File: src/rtl/out_dma_sched.sv
// Output stream scheduler: passes beats downstream, accumulates per-packet byte counts,
// and issues one DMA command per packet with an outstanding-command limit.
// Optional statistics counters are enabled by defining OUT_DMA_SCHED_STATS_EN.
module out_dma_sched #(
  parameter int ROWS       = 8,
  parameter int WORD_WIDTH = 8,
  parameter int W_BPT      = 16,
  parameter int BYTES_W    = 32,
  parameter int MAX_OUT    = 4
) (
  input  logic                             aclk,
  input  logic                             aresetn,
  input  logic                             en,
  input  logic                             s_valid,
  output logic                             s_ready,
  input  logic [ROWS*WORD_WIDTH-1:0]       s_data,
  input  logic                             s_last_pkt,
  input  logic [W_BPT-1:0]                 s_bpt,
  output logic                             m_valid,
  input  logic                             m_ready,
  output logic [ROWS*WORD_WIDTH-1:0]       m_data,
  output logic                             m_last,
  output logic                             cmd_valid,
  input  logic                             cmd_ready,
  output logic [BYTES_W-1:0]               cmd_bytes,
  input  logic                             done,
  output logic [$clog2(MAX_OUT+1)-1:0]     outstanding,
  output logic                             err,
  output logic [31:0]                      pkt_count,
  output logic [31:0]                      beat_count
);

  localparam int OW = $clog2(MAX_OUT + 1);
  localparam int SW = ((BYTES_W > W_BPT) ? BYTES_W : W_BPT) + 1;
  localparam logic [OW-1:0] MAX_OUT_W = OW'(MAX_OUT);

  typedef enum logic [1:0] {
    IDLE,
    STREAM,
    CMD,
    HOLD
  } state_e;

  state_e             state_q, state_d;
  logic [BYTES_W-1:0] acc_q, acc_d;
  logic [BYTES_W-1:0] cmd_bytes_q, cmd_bytes_d;
  logic [OW-1:0]      out_q, out_d;
  logic               err_q, err_d;

  logic               gate;
  logic               fire;
  logic               cmd_hs;
  logic [SW-1:0]      sum;
  logic               ovf;
  logic [BYTES_W-1:0] sum_sat;

  // Gating with aresetn keeps the handshakes closed while reset is held.
  assign gate      = aresetn & (state_q == STREAM);
  assign s_ready   = m_ready & gate;
  assign m_valid   = s_valid & gate;
  assign m_data    = s_data;
  assign m_last    = s_last_pkt;
  assign cmd_valid = aresetn & (state_q == CMD);

  assign fire      = s_valid & s_ready;
  assign cmd_hs    = cmd_valid & cmd_ready;

  assign sum       = SW'(acc_q) + SW'(s_bpt);
  assign ovf       = |sum[SW-1:BYTES_W];
  assign sum_sat   = ovf ? '1 : sum[BYTES_W-1:0];

  assign cmd_bytes   = cmd_bytes_q;
  assign outstanding = out_q;
  assign err         = err_q;

  always_comb begin
    state_d     = state_q;
    acc_d       = acc_q;
    cmd_bytes_d = cmd_bytes_q;
    out_d       = out_q;
    err_d       = err_q;

    if (fire) begin
      if (ovf) err_d = 1'b1;
      if (s_last_pkt) begin
        cmd_bytes_d = sum_sat;
        acc_d       = '0;
      end else begin
        acc_d = sum_sat;
      end
    end

    // A simultaneous issue and completion cancel out.
    unique case ({cmd_hs, done})
      2'b10: out_d = out_q + OW'(1);
      2'b01: begin
        if (out_q == '0) err_d = 1'b1;
        else             out_d = out_q - OW'(1);
      end
      default: out_d = out_q;
    endcase

    unique case (state_q)
      IDLE:    if (en) state_d = STREAM;
      STREAM:  if (fire && s_last_pkt) state_d = CMD;
      CMD:     if (cmd_ready) state_d = (out_d < MAX_OUT_W) ? STREAM : HOLD;
      HOLD:    if (out_d < MAX_OUT_W) state_d = STREAM;
      default: state_d = IDLE;
    endcase
  end

  always_ff @(posedge aclk) begin
    if (!aresetn) begin
      state_q     <= IDLE;
      acc_q       <= '0;
      cmd_bytes_q <= '0;
      out_q       <= '0;
      err_q       <= 1'b0;
    end else begin
      state_q     <= state_d;
      acc_q       <= acc_d;
      cmd_bytes_q <= cmd_bytes_d;
      out_q       <= out_d;
      err_q       <= err_d;
    end
  end

`ifdef OUT_DMA_SCHED_STATS_EN
  logic [31:0] pkt_q, beat_q;

  always_ff @(posedge aclk) begin
    if (!aresetn) begin
      pkt_q  <= '0;
      beat_q <= '0;
    end else begin
      if (cmd_hs) pkt_q  <= pkt_q + 32'd1;
      if (fire)   beat_q <= beat_q + 32'd1;
    end
  end

  assign pkt_count  = pkt_q;
  assign beat_count = beat_q;
`else
  assign pkt_count  = '0;
  assign beat_count = '0;
`endif

endmodule

File: config.mk
export PLATFORM = sky130hd
export DESIGN_NAME = out_dma_sched
export DESIGN_NICKNAME = d
export VERILOG_FILES = /design/src/rtl/out_dma_sched.sv
export SDC_FILE = /design/constraint.sdc
export NUM_CORES = 1
export LEC_CHECK = 0
export CORE_UTILIZATION = 41
export DETAILED_ROUTE_END_ITERATION = 8
export PLACE_DENSITY = 0.93
export SLEW_MARGIN = 0
export SYNTH_ARGS = -nofsm -noshare
export SYNTH_HDL_FRONTEND = slang
export SYNTH_SLANG_ARGS = --single-unit
File: constraint.sdc
create_clock -name aclk -period 4.16 [get_ports aclk]
set_input_delay 1.248 -clock aclk [delete_from_list [all_inputs] [get_ports aclk]]
set_output_delay 1.248 -clock aclk [all_outputs]
set_load 0.02 [all_outputs]
* Yosys cells after proc, flatten, opt, wreduce, memory -nomap -nowiden
Cells that the tools add are included.
** Cells by class
- Reductions and logical operators :: 5
- Bitwise logic cells :: 6
- Add/sub/neg operators :: 3
- Equality and inequality tests :: 9
- Shift operators :: 0
- Mux-type cells :: 14
- Div/mod/pow operators :: 0
- $lt $le $gt $ge :: 1
- Multipliers :: 0
** Operator list (number)
- 32-bit two-way mux :: 2
- 32-bit by 16-bit adder with 33-bit output :: 1
- 2-bit two-way mux :: 5
- 2-bit one-hot mux with 4 select lines :: 1
- 1-bit AND :: 6
- 2-bit equality test (second input constant) :: 3
- 2-bit inequality test (second input constant) :: 3
- 3-bit one-hot mux with 2 select lines :: 1
- 2-bit by 1-bit equality test with 1-bit output (second input constant) :: 2
- 1-bit two-way mux :: 4
- 4-bit AND reduction :: 1
- 3-bit by 1-bit adder with 3-bit output (second input constant) :: 1
- 3-bit logical NOT :: 1
- 3-bit less-than comparator (second input constant) :: 1
- 3-bit two-way mux :: 1
- 3-bit by 1-bit subtractor with 3-bit output (second input constant) :: 1
- 2-bit logical NOT :: 1
- 2-bit by 1-bit inequality test with 1-bit output (second input constant) :: 1
- 2-bit AND reduction :: 1
- 1-bit logical AND :: 1
** Storage, ports and cells
- Flip-flop bits (word level) :: 70
- Memories :: 0
- Bits in read-only memories :: 0
- Input bits :: 88
- Output and inout bits :: 168
- RAM bits :: 0
- Bits in latches :: 0

* Depth between registers and ports, before layout
- Depth after elaboration :: 9
- Depth in mapped cells :: 14
- Gate-level depth less buffers :: 14

* Worst setup path before layout
OpenSTA, ideal clock, no wires.
- Kind :: input to register
- Start point :: in s_bpt[0]
- End point :: reg acc_q[16]
- Setup slack :: 0.716 ns
- Cell stages on the path :: 9
- Data arrival time :: 3.353 ns
- Setup time :: 0.091 ns
- Buffers on the path :: 0
- Data required time :: 4.069 ns
- Cell sequence :: ha_1 -> fa_1 -> a21o_1 -> a311o_1 -> a31oi_1 -> o21ai_1 -> a41oi_2 -> nor2_1 -> a311oi_1
** On the way
- Word-level cells in the longest chain between the ends :: 3
** RTL lines
- start, declared :: line 18 : input logic [W_BPT-1:0] s_bpt,
- 32-bit by 16-bit adder with 33-bit output :: line 68 : assign sum = SW'(acc_q) + SW'(s_bpt);
- 32-bit two-way mux :: line 70 : assign sum_sat = ovf ? '1 : sum[BYTES_W-1:0];
- 32-bit two-way mux :: line 85 : if (s_last_pkt) begin
- end signal, assigned :: line 115 : acc_q <= '0;
- end signal, assigned :: line 121 : acc_q <= acc_d;
- end, declared :: line 45 : logic [BYTES_W-1:0] acc_q, acc_d;
Every way passes these cells.
A chain may end at the register's enable or synchronous reset.

* Worst setup path after layout
- Start point :: in aresetn
- End point :: out s_ready
** On the way
- Word-level cells in the longest chain between the ends :: 2
** RTL lines
- start, declared :: line 12 : input logic aresetn,
- 1-bit AND :: line 58 : assign gate = aresetn & (state_q == STREAM);
- 1-bit AND :: line 59 : assign s_ready = m_ready & gate;
- end, declared :: line 15 : output logic s_ready,
Every way passes these cells.

==> results.cfg <==
[hold_path]
min_to = acc_q[4]
whs_path_depth = 2
hp-start = acc_q[4]
hold_class = register to register

[clock_network]
cts_tree = built
hold_buffers = 0
cts.sinks = 70
cts_buffer_depth = 2
path_clk_slew_ps = 60
numCtsBuffers = 9
cts-resized-gates = 0
cts_max_level = 3
root_buffer = clkbuf_16
postCtsSetupBuffers = 0
clock_latency_ps = 340

[floorplanning]
core_um2 = 11600
rows = 39
dieHeight_um = 112
start_util = 0.427
die_x_um = 112
io_pins = 256
die_area_um2 = 12500

[synth]
syn_area_um2 = 4950
synthTopCellsByCount = 130 x buf_4, 70 x dfxtp_1, 63 x a21oi_1, 47 x o21ai_0, 33 x nand2_1
ys_warn_count = 0
synth_top_area_cell = dfxtp_1
netlist-cell-type-count = 66
ys_seq_elements = 70
seq_area_frac_synth = 0.283
yosysMostFrequentCell = buf_4
synth-edff-count = 0
synthArstFlopShare = 0
postSynthCellCount = 611
synth_flop_cell = dfxtp_1
yosys-top-cells-area = dfxtp_1 28%, buf_4 20%, ha_1 6.6%
synth_area_per_cell_um2 = 8.11
synth_top_area_share = 0.283

[critical_path]
cp_top_family = buffers and inverters
crit_arrival_ps = 2640
path_cells = clkdlybuf4s50_1 -> and3_1 -> clkdlybuf4s50_1
cp-end-kind = output pin
cp_slowest_cell = clkdlybuf4s50_1
slowest_delay_ps = 630
crit_fanout = 4
startpoint_type = input pin
r2r_end = acc_q[16]
cp_common_cell = clkdlybuf4s50_1
r2r-start = acc_q[0]
crit_required_ps = 2910
r2r_slack_ps = 1390
ff2ff_path_depth = 9
crit_buf_inv = 2
crit_type = input pin to output pin

[layout]
drive_gt1_frac = 0.0736
fillers = 1117
final_nets = 721
fin_cells = 754
syn_to_final_growth_pct = 6.79
n_antenna_cell = 0
final_cell_area_um2 = 5290

[route]
drt_iter0_drc = 395
dr_total_vias = 4059
drt-total-wl_mm = 11.2
via_per_inst = 5.38
antenna_left = 0
drcViolationCount = 16
first_pass_iters = 8
wl_per_cell_um = 14.9

[power]
p_leak_nw = 2.12
power_density_nw_per_um2 = 317
vdd_drop_max_uv = 186

[sta]
worst_slew_pin_slew_ps = 652
fin_ws_ps = 269
max_slew_margin = 0.564
finalSetupViolCount = 0
final.period_utilization = 0.935
hold_viol = 0
fmax_ghz = 0.257
fin_skew_ps = 10.3
setup-tns-final_ps = 0
finalCriticalPeriod_ps = 3890
rsz0062_at_grt = false
maxSlewViolCount = 0

[place]
placed_cells = 738
dpl.hpwl_mm = 7.79
port-buffer-count = 63
gp_congestion = 0.887
placed_area_um2 = 5010
dp_slack_ps = 69.2

[status]
status = finished, violations left
violations = DRC

[grt]
grt_pass1_vias = 3749
overflow = 0
grt_max_degree = 43
antenna_found_initial = 0
grt_util_all_layers = 0.184
grt_first_pass_wirelength_mm = 18.5

[job]
cap_violations = 0
-- cells by family after synthesis --
kind of cell / after synthesis / share of synthesized area
simple gates: 138 / 0.135
mux: 1 / 0.00227
fa+ha+maj: 27 / 0.0697
xor+xnor: 23 / 0.0407
buf+inv: 171 / 0.231
other cells: 1 / 0.000757
flops: 70 / 0.283
compound gates: 180 / 0.238
-- worst max path at each step --
stage,startpoint,end,slack (ps),cells after the start
finish,aresetn,s_ready,270,3
global route,s_bpt[0],acc_q[16],180,10
CTS,aresetn,s_ready,260,3
detailed placement,s_bpt[0],acc_q[14],70,10
global placement,s_bpt[0],acc_q[14],100,10
floorplan,s_bpt[0],acc_q[16],720,9
-- cell type report --
cell class / count / area, um^2 / share of cell area
Tap cell: 143 / 179 / 0.0338
Sequential cell: 70 / 1400 / 0.265
Clock buffer: 9 / 225 / 0.0426
Multi-Input combinational cell: 433 / 2650 / 0.500
Inverter: 16 / 60.1 / 0.0114
Clock inverter: 7 / 52.6 / 0.00993
Timing Repair Buffer: 76 / 728 / 0.138
-- where the power goes --
group | internal (W) | total, W | switching (W) | leakage [nW]
combinational | 0.0000903 | 0.000255 | 0.000164 | 1.42
sequential | 0.000686 | 0.000696 | 0.0000101 | 0.565
clock | 0.000410 | 0.000727 | 0.000317 | 0.137
total | 0.00119 | 0.00168 | 0.000492 | 2.12
-- worst reg2reg max path, cell delays in order, from the launching register on --
cell and delay (ps):
dfxtp_1 310, ha_1 220, fa_1 410, a21o_1 230
a311o_1 370, a31oi_1 280, o21ai_1 170, a41oi_2 320
nor2_1 70, a311oi_1 290
-- placed cells by master, fill, tap and decap left out, types with 3 or more instances in the layout --
cell type,n
dfxtp_1,70
conb_1,64
a21oi_1,63
clkdlybuf4s50_1,63
o21ai_0,47
nand2_1,33
nor2_1,32
nor3_1,27
ha_1,26
nand3_1,18
inv_1,15
xnor2_1,15
buf_4,13
clkbuf_16,9
xor2_1,8
and3_1,7
a21o_1,7
o211ai_1,6
a311oi_1,6
a211oi_1,6
o21ai_1,5
and2_1,5
or3_1,4
inv_6,4
a31oi_1,3
o31a_1,3
-- metrics by stage --
stage	util	hold slack (ps)	total power [W]
after detailed placement	0.432	451	0.000962
after floorplan	-	436	0.00102
after global placement	0.432	444	0.000959
after global routing	0.456	488	0.00174
after CTS	0.456	460	0.00168
final	0.456	457	0.00168
-- flip-flops by register name, indices dropped and copies added (netlist names) --
signal and cells:
outstanding 3, state_q 2, err 1, cmd_bytes 32, acc_q 32
-- layer usage --
metal	global-route usage	wire, um	up-vias
li1	-	-	1953
met1	0.241	5080	1869
met2	0.290	4990	212
met3	0.0457	932	25
met4	0.0747	231	0
met5	0	0	-
(Power assumes the default switching activity.)
